## src/rtl/tff_pkg.sv

```systemverilog
// Shared constants and types for the T flip-flop counter slice.
// Used by tff_cell and tff_sync_counter.
package tff_pkg;

    localparam logic DIR_UP        = 1'b1;
    localparam logic DIR_DOWN      = 1'b0;
    localparam int   TFF_CNT_WIDTH = 4;

    typedef enum logic [1:0] {
        SEL_HOLD,
        SEL_TOGGLE,
        SEL_LOAD,
        SEL_RESET
    } sel_e;

endpackage

```

## src/rtl/tff_cell.sv

```systemverilog
// Single T flip-flop bit with synchronous reset and parallel load.
// Priority per edge: rst > ld > t > hold; qb is its own register.
module tff_cell (
    input  logic clk,
    input  logic rst,
    input  logic t,
    input  logic ld,
    input  logic d,
    output logic q,
    output logic qb
);

    always_ff @(posedge clk) begin
        if (rst) begin
            q  <= 1'b0;
            qb <= 1'b1;
        end else if (ld) begin
            q  <= d;
            qb <= ~d;
        end else if (t) begin
            q  <= ~q;
            qb <= ~qb;
        end
    end

endmodule

```

## src/rtl/tff_sync_counter.sv

```systemverilog
// Modulo-(MAX_COUNT+1) up/down counter built from a chain of tff_cell bits.
// Define TFF_COUNTER_SATURATE_EN to saturate at the bounds instead of wrapping.
module tff_sync_counter
    import tff_pkg::*;
#(
    parameter int WIDTH     = TFF_CNT_WIDTH,
    parameter int MAX_COUNT = 2**WIDTH - 1
) (
    input  logic             clk,
    input  logic             rst,
    input  logic             en,
    input  logic             up,
    input  logic             load,
    input  logic [WIDTH-1:0] load_val,
    output logic [WIDTH-1:0] q,
    output logic [WIDTH-1:0] qb,
    output logic             tc,
    output logic             wrap
);

    localparam logic [WIDTH-1:0] MAX_Q = WIDTH'(MAX_COUNT);

    logic             at_top;
    logic             at_bot;
    logic             bound;
    logic             do_rst;
    logic             do_ld;
    logic             do_bnd;
    logic             do_tgl;
    logic             wrap_next;
    logic [WIDTH-1:0] load_q;
    logic [WIDTH-1:0] t_chain;
    logic [WIDTH-1:0] t;
    logic [WIDTH-1:0] ld;
    logic [WIDTH-1:0] d;
    sel_e             sel;

    assign at_top = (q == MAX_Q);
    assign at_bot = (q == '0);
    assign bound  = (up == DIR_UP) ? at_top : at_bot;
    assign tc     = en & bound;
    assign load_q = (load_val > MAX_Q) ? MAX_Q : load_val;

    // Ripple-free T chain: bit i toggles when all lower bits are 1 (up) or 0 (down).
    assign t_chain[0] = 1'b1;
    for (genvar i = 1; i < WIDTH; i++) begin : g_chain
        assign t_chain[i] = (up == DIR_UP) ? &q[i-1:0] : ~|q[i-1:0];
    end

    assign do_rst = rst;
    assign do_ld  = ~rst & load;
    assign do_bnd = ~rst & ~load & tc;
    assign do_tgl = ~rst & ~load & en & ~bound;

    always_comb begin
        sel = SEL_HOLD;
        unique case (1'b1)
            do_rst: sel = SEL_RESET;
            do_ld:  sel = SEL_LOAD;
`ifdef TFF_COUNTER_SATURATE_EN
            do_bnd: sel = SEL_HOLD;
`else
            do_bnd: sel = SEL_LOAD;
`endif
            do_tgl: sel = SEL_TOGGLE;
            default: sel = SEL_HOLD;
        endcase
    end

    // Boundary steps go through the load path so non-power-of-two moduli wrap correctly.
    always_comb begin
        t  = '0;
        ld = '0;
        d  = '0;
        unique case (sel)
            SEL_TOGGLE: t = t_chain;
            SEL_LOAD: begin
                ld = '1;
                if (load) begin
                    d = load_q;
                end else if (up == DIR_UP) begin
                    d = '0;
                end else begin
                    d = MAX_Q;
                end
            end
            SEL_RESET: begin
                t  = '0;
                ld = '0;
            end
            default: begin
                t  = '0;
                ld = '0;
            end
        endcase
    end

`ifdef TFF_COUNTER_SATURATE_EN
    assign wrap_next = 1'b0;
`else
    assign wrap_next = do_bnd;
`endif

    always_ff @(posedge clk) begin
        if (rst) begin
            wrap <= 1'b0;
        end else begin
            wrap <= wrap_next;
        end
    end

    for (genvar i = 0; i < WIDTH; i++) begin : g_cell
        tff_cell u_cell (
            .clk (clk),
            .rst (rst),
            .t   (t[i]),
            .ld  (ld[i]),
            .d   (d[i]),
            .q   (q[i]),
            .qb  (qb[i])
        );
    end

endmodule
```

## config.mk

```make
export PLATFORM = sky130hd
export DESIGN_NAME = tff_sync_counter
export DESIGN_NICKNAME = d
export VERILOG_FILES = /design/src/rtl/tff_pkg.sv /design/src/rtl/tff_cell.sv /design/src/rtl/tff_sync_counter.sv
export SDC_FILE = /design/constraint.sdc
export NUM_CORES = 1
export LEC_CHECK = 0
export CORE_AREA = 2 2 39 41
export CTS_CLUSTER_SIZE = 8
export DETAILED_ROUTE_END_ITERATION = 10
export DIE_AREA = 0 0 41 43
export MAX_ROUTING_LAYER = met4
export PLACE_DENSITY_LB_ADDON = 0.08
export SETUP_SLACK_MARGIN = 0.15
export SYNTH_ARGS = -nofsm -noshare
export SYNTH_HDL_FRONTEND = slang
export SYNTH_HIERARCHICAL = 1
export SYNTH_SLANG_ARGS = --single-unit
```

## constraint.sdc

```tcl
create_clock -name clk -period 4.9 [get_ports clk]
set_clock_uncertainty 0.05 [all_clocks]
set_input_delay 0.98 -clock clk [delete_from_list [all_inputs] [get_ports clk]]
set_output_delay 0.98 -clock clk [all_outputs]
set_load 0.02 [all_outputs]
```

# Yosys cells after proc, flatten, opt, wreduce, memory -nomap -nowiden
# Index checks and enable logic that the tools add are counted.
# word_totals
reg_bits,9
input_bits,9
output_inout_bits,10
wordCells,74
# classes
n_lt_le_gt_ge,1
eq_ne,3
n_mux,27
bitwise_logic,21
n_reduce_logical,13
# ops
operator,n
2-to-1 mux 4 bit,6
2-to-1 mux 1 bit,20
NOT 1 bit,15
nonzero test 2 bit,4
AND 1 bit,6
one-hot mux 2 bit (3 select lines),1
equality test 4 bit (second input constant),1
greater-than comparator 4 bit (second input constant),1
zero test 4 bit,1
OR reduction 2 bit,2
zero test 1 bit,3
AND reduction 3 bit,1
OR reduction 3 bit,1
equality test 2 x 1 -> 1 bit (second input constant),1
equality test 2 bit (second input constant),1
AND reduction 2 bit,1

# Depth between registers and ports, before layout
# Gate-level depths: netlist of run 1.
# depth
word_depth,10
depth_mapped,6
depth_no_buf,5

# By module
# The synthesis of run 1 kept the hierarchy.
# by_module_without_submodules
module,n_inst,cells_each,area_each_um2,seq_area_each_um2
tff_cell,4,10,96.3,40.0
tff_sync_counter,1,33,207.7,20.0

# Least setup slack after synthesis of run 1
# No wires, ideal clock.
# synth_path
path_type,input to output
startpoint,input up
endpoint,output tc
arrival_ns,1.737
t_required_ns,3.870
setup_slack_ns,2.133
path_stages,3
cell_sequence,nor3_1 -> a2bb2oi_1 -> nor2b_1
# synth_via
elab_chain_len,2
# synth_lines
item,line_no,source
start: declaration,tff_sync_counter.sv:12,"input logic up,"
2-to-1 mux 1 bit,tff_sync_counter.sv:40,assign bound = (up == DIR_UP) ? at_top : at_bot;
AND 1 bit,tff_sync_counter.sv:41,assign tc = en & bound;
end: declaration,tff_sync_counter.sv:17,"output logic tc,"
# No other way between the ends.

# Worst setup path in the final report of run 1
# Same ends and word-level chain as after synthesis.

==> results of run 1 <==
==> synthesized netlist by cell type <==
cell type and count:
sky130_fd_sc_hd__a211oi_2 4, sky130_fd_sc_hd__a21oi_1 3, sky130_fd_sc_hd__a2bb2oi_1 5, sky130_fd_sc_hd__and2b_1 1, sky130_fd_sc_hd__clkbuf_2 1, sky130_fd_sc_hd__dfxtp_1 9
sky130_fd_sc_hd__inv_1 4, sky130_fd_sc_hd__nand2_1 9, sky130_fd_sc_hd__nand3_1 3, sky130_fd_sc_hd__nand3b_1 1, sky130_fd_sc_hd__nand4_1 1, sky130_fd_sc_hd__nor2_1 6
sky130_fd_sc_hd__nor2b_1 6, sky130_fd_sc_hd__nor3_1 2, sky130_fd_sc_hd__o21ai_1 3, sky130_fd_sc_hd__o21ai_2 1, sky130_fd_sc_hd__o21bai_1 1, sky130_fd_sc_hd__or3_1 1
sky130_fd_sc_hd__or3_4 1, sky130_fd_sc_hd__or3b_1 1, sky130_fd_sc_hd__or3b_2 1, sky130_fd_sc_hd__or4_1 1, sky130_fd_sc_hd__xnor2_1 8
==> critical path, stage by stage <==
cell and delay (ns):
sky130_fd_sc_hd__clkdlybuf4s50_1 0.58, sky130_fd_sc_hd__nor3_1 0.11, sky130_fd_sc_hd__a2bb2oi_1 0.54, sky130_fd_sc_hd__nor2b_1 0.09, sky130_fd_sc_hd__clkdlybuf4s50_1 0.56
==> how the worst max path moves through the flow <==
stage / start / to / slack, ns / depth (start not counted)
6_report: up / tc / 1.00 / 5
5_1_grt: up / tc / 0.85 / 5
4_1_cts: up / tc / 1.02 / 5
3_5_place_dp: up / tc / 1.02 / 5
3_3_place_gp: up / tc / 1.08 / 5
2_1_floorplan: up / tc / 2.13 / 3
==> registers in the layout, indices dropped and copies added (netlist names) <==
register / flops
g_cell.u_cell/q: 4
g_cell.u_cell/qb: 4
wrap: 1
==> cell families after synthesis <==
| logic type | count (synthesis) | share of synthesized area |
|---|---|---|
| and+or+nand+nor | 34 | 0.3080 |
| AOI/OAI and AO/OA | 17 | 0.2363 |
| DFF | 9 | 0.3038 |
| xor gates and xnor gates | 8 | 0.1181 |
| buffers and inverters | 5 | 0.03374 |
==> through the flow <==
step	hold WS, ns	total power, mW	std cells	utilization
finish	0.5071	0.1952	110	0.5886
CTS	0.5132	0.1970	110	0.5886
global route	0.5446	0.2070	110	0.5886
floorplan	0.5816	0.1166	73	-
detailed placement	0.4990	0.1394	106	0.5696
global placement	0.4979	0.1390	106	0.5696
==> area by class of cell <==
class | count | area (µm²) | share of cell area
Tap cell | 16 | 20.02 | 0.02458
Clock buffer | 4 | 26.28 | 0.03226
Inverter | 4 | 15.01 | 0.01843
Multi-Input combinational cell | 59 | 392.9 | 0.4823
Timing Repair Buffer | 18 | 180.2 | 0.2212
Sequential cell | 9 | 180.2 | 0.2212
==> where the power goes <==
part           switching, mW  total, mW  internal [mW]
Clock                 0.0258     0.0572         0.0314
Sequential           0.00679     0.0843         0.0775
Combinational         0.0261     0.0537         0.0275
Total                 0.0587      0.195          0.136
==> per-layer routing <==
metal | GRT usage | routed length (µm)
met1 | 0.2273 | 649
met2 | 0.1969 | 494
met3 | 0.04712 | 70
met4 | 0.1000 | 22
met5 | - | 0
==> key figures, run 1 <==
Pwr
  – P per Cell Area: 239.6 nW/µm²
  – Maximum vdd drop: 0.0001406 V
  – Leakage power figure: 0.2709 nW

Clock network
  – Depth of the CTS H-tree: 1
  – Post-cts sizing count: 0
  – CTS Buffer Depth: 2
  – Clock-pin transition on the worst setup and hold timing paths: 0.06 ns
  – Clock Sinks: 9
  – Root buf cell: sky130_fd_sc_hd__clkbuf_4
  – Clock insertion delay at the later pin of the skew report: 0.26 ns
  – Number of buffers inserted by post-CTS setup repair: 0
  – Clock tree from TritonCTS: done
  – Number of hold-repair buffers added at the cts stage: 0
  – Number of clock buffers inserted by TritonCTS: 3

Placed design
  – HPWL Detailed: 895.6 µm
  – Routability cong.: 0.7421
  – Area after DPL: 788.3 µm²
  – Dpl ws: 1.017 ns
  – Number of buffer cells added on primary ports: 18

Logic synthesis
  – Largest area contributor in the synthesized netlist: sky130_fd_sc_hd__dfxtp_1
  – Synth warnings: 6
  – Top post-synthesis cells by area: sky130_fd_sc_hd__dfxtp_1 30%, sky130_fd_sc_hd__xnor2_1 12%, sky130_fd_sc_hd__a211oi_2 8.4%
  – Number of instances in the synthesized netlist: 73
  – Post-synthesis sequential element count: 9
  – Synthesized cell area: 593.1 µm²
  – Fraction of synthesized cell area taken by the top area cell type: 0.3038
  – Avg Cell Area, Syn: 8.124 µm²
  – Share of the yosys chip area belonging to registers: 0.3038
  – Net count after synthesis: 82
  – Synth cell types: 23

Run
  – Maximum capacitance violations: 0

Timing
  – Count of endpoints failing setup in the final report: 0
  – Highest clock rate: 256.7 MHz
  – Final clock period utilization by the worst path: 0.7950
  – Max transition margin: 0.3450
  – Worst setup slack after layout: 1.005 ns
  – Worst Tran Pin Value: 0.9805 ns
  – Number of max-slew violations in the final report: 0
  – Unrepaired setup endpoints after global routing: no
  – Fin Setup TNS: 0 ns
  – Final worst path period need: 3.895 ns
  – Final Hold Violating Endpoints: 0

Hold path
  – Hold-critical path depth: 2
  – End of the worst hold path: g_cell[1].u_cell/qb
  – Min-Delay Startpoint: g_cell[1].u_cell/qb
  – Min-delay worst type: reg2reg

Critical path
  – WP data arrival: 2.87 ns
  – Reg2reg end: g_cell[1].u_cell/q
  – Element type at the critical path start: primary input
  – Critical Path Sink Type: primary output
  – Setup Crit Path Kind: in2out
  – Worst endpoint required time: 3.87 ns
  – Critical path fanouts, max: 8
  – Reg2Reg Launch Point: g_cell[3].u_cell/q
  – Register-to-register setup slack: 2.68 ns
  – Number of cells on the worst reg-to-reg path: 5

Die
  – Die Y: 43 µm
  – Top-level I/O count: 19
  – Area of the die: 1763 µm²
  – Initial standard-cell utilization of the core: 0.4286
  – Floorplan core area: 1384 µm²
  – FP Rows: 14
  – Width of the die: 41 µm

Routing
  – Initial detailed-routing violation count: 7
  – WL/cell: 11.24 µm
  – First drt pass iteration count: 4
  – Post-detailed-route count of antenna-violating nets: 0
  – Overall routed net length: 1.236 mm
  – DRC violation count after routing: 0
  – Vias post-DR: 568
  – Vias per cell: 5.164

Cells and area
  – Antenna Diode Count: 0
  – Nets@finish: 104
  – Fraction of layout instances using a drive strength above 1: 0.1064
  – Commonest non-fill, non-tap cell in the layout: sky130_fd_sc_hd__clkdlybuf4s50_1
  – Most frequent cells in the layout: 18 x sky130_fd_sc_hd__clkdlybuf4s50_1, 9 x sky130_fd_sc_hd__nand2_1, 9 x sky130_fd_sc_hd__dfxtp_1
  – Layout overhead on the synthesized area: 37.34%
  – Fillcell total: 129
  – Area of all placed cells without fillers: 814.5 µm²

Global routing
  – Largest net degree at the start of global routing: 17
  – Residual overflow from global routing: 0
  – Via count of the first global-routing pass: 414
  – Total GRT Usage: 0.1620
  – First-pass GRT wire length: 1.849 mm
  – Number of antenna violations at the first check in global routing: 0

Run status
  – Outcome: finished, final reports clean
No activity file was read; power rests on OpenSTA's default activity.
==> inputs of run 2 (changes only) <==
--- a/config.mk
+++ b/config.mk
@@ -5,10 +5,10 @@
 export SDC_FILE = /design/constraint.sdc
 export NUM_CORES = 1
 export LEC_CHECK = 0
-export CORE_AREA = 2 2 39 41
+export CORE_MARGIN = 1.5
+export CORE_UTILIZATION = 43
 export CTS_CLUSTER_SIZE = 8
 export DETAILED_ROUTE_END_ITERATION = 10
-export DIE_AREA = 0 0 41 43
 export MAX_ROUTING_LAYER = met4
 export PLACE_DENSITY_LB_ADDON = 0.08
 export SETUP_SLACK_MARGIN = 0.15
==> constraint.sdc (replaced) <==
create_clock -name clk -period 3.6 [get_ports clk]
set_clock_uncertainty 0.05 [all_clocks]
set_input_delay 0.72 -clock clk [delete_from_list [all_inputs] [get_ports clk]]
set_output_delay 0.72 -clock clk [all_outputs]
set_load 0.02 [all_outputs]
==> key figures, run 2 (synthesized netlist as in run 1, its figures left out) <==
Run status
  – Outcome: finished, final reports clean

Timing
  – Hold Worst Slack: 0.5135 ns (+0.006425 ns)
  – Worst Tran Pin Value: 0.3285 ns (-0.6520 ns)
  – Highest clock rate: 317.6 MHz
  – Final Hold Violating Endpoints: 0 (unchanged)
  – Final worst path period need: 3.149 ns
  – Final clock period utilization by the worst path: 0.8746
  – Number of max-slew violations in the final report: 0 (unchanged)
  – Max transition margin: 0.7806 (+0.4356)
  – Unrepaired setup endpoints after global routing: no
  – Fin Setup TNS: 0 ns (unchanged)
  – Count of endpoints failing setup in the final report: 0 (unchanged)

Pwr
  – Switching fraction of total power: 0.2977 (-0.003237)
  – Leakage power figure: 0.2904 nW (+7.2%)
  – Net Switching: 80.41 µW (+37%)
  – Portion of total power attributed to combinational logic: 0.286 (+0.011)
  – Power consumption: 270.1 µW (+38%)
  – Maximum vdd drop: 0.0001948 V (+39%)
  – Clock group share of total power: 0.290 (-0.003)
  – P per Cell Area: 320.3 nW/µm² (+34%)
  – Fraction of power consumed by sequential logic: 0.423 (-0.009)
  – Internal power contribution: 189.7 µW (+39%)

Die
  – Floorplan core area: 1285 µm² (-7.1%)
  – FP Rows: 13 (-1)
  – Width of the die: 40.14 µm (-2.1%)
  – Area of the die: 1611 µm² (-8.6%)
  – Die Y: 40.14 µm (-6.7%)
  – Initial standard-cell utilization of the core: 0.4615 (+0.03297)
  – Top-level I/O count: 19 (unchanged)

Hold path
  – Min-delay worst type: reg2reg
  – Min-Delay Startpoint: g_cell[1].u_cell/qb
  – Hold-critical path depth: 2 (unchanged)
  – End of the worst hold path: g_cell[1].u_cell/qb

Run
  – Maximum capacitance violations: 0 (unchanged)

Critical path
  – Reg2reg end: g_cell[3].u_cell/q
  – Setup Crit Path Kind: in2out
  – Worst endpoint required time: 2.83 ns (-1.04 ns)
  – Critical Path Sink Type: primary output
  – Critical path fanouts, max: 7 (-1)
  – Reg2Reg Launch Point: g_cell[0].u_cell/q
  – Number of cells on the worst reg-to-reg path: 5 (unchanged)
  – Register-to-register setup slack: 1.80 ns (-0.88 ns)
  – WP data arrival: 2.38 ns (-0.49 ns)
  – Element type at the critical path start: primary input
  – Source of the critical timing path: up

Routing
  – Post-detailed-route count of antenna-violating nets: 0 (unchanged)
  – Initial detailed-routing violation count: 8 (+1)
  – Overall routed net length: 1.196 mm (-3.2%)
  – DRC violation count after routing: 0 (unchanged)
  – Vias post-DR: 566 (-0.35%)
  – First drt pass iteration count: 4 (unchanged)
  – WL/cell: 10.58 µm (-5.8%)
  – Vias per cell: 5.009 (-3.0%)

Clock network
  – Root buf cell: sky130_fd_sc_hd__clkbuf_4
  – Number of clock buffers inserted by TritonCTS: 3 (unchanged)
  – Number of hold-repair buffers added at the cts stage: 0 (unchanged)
  – Depth of the CTS H-tree: 1 (unchanged)
  – CTS Buffer Depth: 2 (unchanged)
  – Clock tree from TritonCTS: done
  – Number of buffers inserted by post-CTS setup repair: 0 (unchanged)
  – Clock-pin transition on the worst setup and hold timing paths: 0.07 ns (about the same)
  – Clock insertion delay at the later pin of the skew report: 0.26 ns (about the same)
  – Clock Sinks: 9 (unchanged)
  – Post-cts sizing count: 0 (unchanged)

Cells and area
  – Most frequent cells in the layout: 18 x sky130_fd_sc_hd__clkdlybuf4s50_1, 9 x sky130_fd_sc_hd__nand2_1, 9 x sky130_fd_sc_hd__dfxtp_1
  – Nets@finish: 108 (+3.8%)
  – Commonest non-fill, non-tap cell in the layout: sky130_fd_sc_hd__clkdlybuf4s50_1
  – Layout overhead on the synthesized area: 42.19%
  – Fraction of layout instances using a drive strength above 1: 0.1429 (+0.03647)
  – Registers with the most flip-flops: g_cell.u_cell/q x4, g_cell.u_cell/qb x4, wrap x1
  – Antenna Diode Count: 0 (unchanged)

Global routing
  – First-pass GRT wire length: 2.042 mm (+10%)
  – Residual overflow from global routing: 0 (unchanged)
  – Total GRT Usage: 0.1993 (+0.03727)
  – Number of antenna violations at the first check in global routing: 0 (unchanged)
  – Largest net degree at the start of global routing: 14 (-3)
  – Via count of the first global-routing pass: 479 (+16%)

Placed design
  – Routability cong.: 0.7091 (-4.4%)
  – Number of buffer cells added on primary ports: 18 (unchanged)
  – HPWL Detailed: 927.1 µm (+3.5%)
[run 2: cell types whose count changed in the layout (fill, tap and decap cells not counted), sizes merged]
cell	delta
buf	+4
[run 2: power groups by stage]
stage               Clock [mW]  Sequential (mW)  Combinational, mW
global placement             0            0.116             0.0767
detailed placement           0            0.117             0.0777
floorplan                    0            0.122             0.0364
CTS                     0.0807            0.115             0.0780
global route            0.0873            0.116             0.0851
finish                  0.0784            0.114             0.0774
[run 2: worst max-delay path, stage by stage]
cell and delay (ns):
sky130_fd_sc_hd__clkdlybuf4s50_1 0.51, sky130_fd_sc_hd__nor3_1 0.29, sky130_fd_sc_hd__a2bb2oi_1 0.13, sky130_fd_sc_hd__nor2b_1 0.12
sky130_fd_sc_hd__clkdlybuf4s50_1 0.61
[run 2: metal layers]
metal  part of all wire  track usage
met1               0.53       0.2642
met4              0.012       0.1293
met3              0.039      0.03333
met2               0.42       0.2742
met5                  0            -
[run 2: how the worst max path moves through the flow]
stage | endpoint | slack (ns) | depth (start not counted)
global route | tc | 0.29 | 5
floorplan | tc | 1.35 | 3
detailed placement | tc | 0.48 | 5
finish | tc | 0.45 | 5
CTS | tc | 0.45 | 5
global placement | tc | 0.50 | 5
[run 2: area by class of cell]
cell class,instances,area (µm²)
Multi-Input combinational cell,59,392.9
Sequential cell,9,180.2
Inverter,4,15.01
Fill cell,115,441.7
Timing Repair Buffer,22,210.2
Tap cell,15,18.77
Clock buffer,4,26.28
[run 2: through the flow]
stage / utilization / setup WS [ns] / std cells / area, µm²
floorplan: - / 1.353 / 73 / 593.1
global placement: 0.6358 / 0.4978 / 109 / 817.0
detailed placement: 0.6358 / 0.4767 / 109 / 817.0
CTS: 0.6563 / 0.4488 / 113 / 843.3
global route: 0.6563 / 0.2917 / 113 / 843.3
finish: 0.6563 / 0.4513 / 113 / 843.3
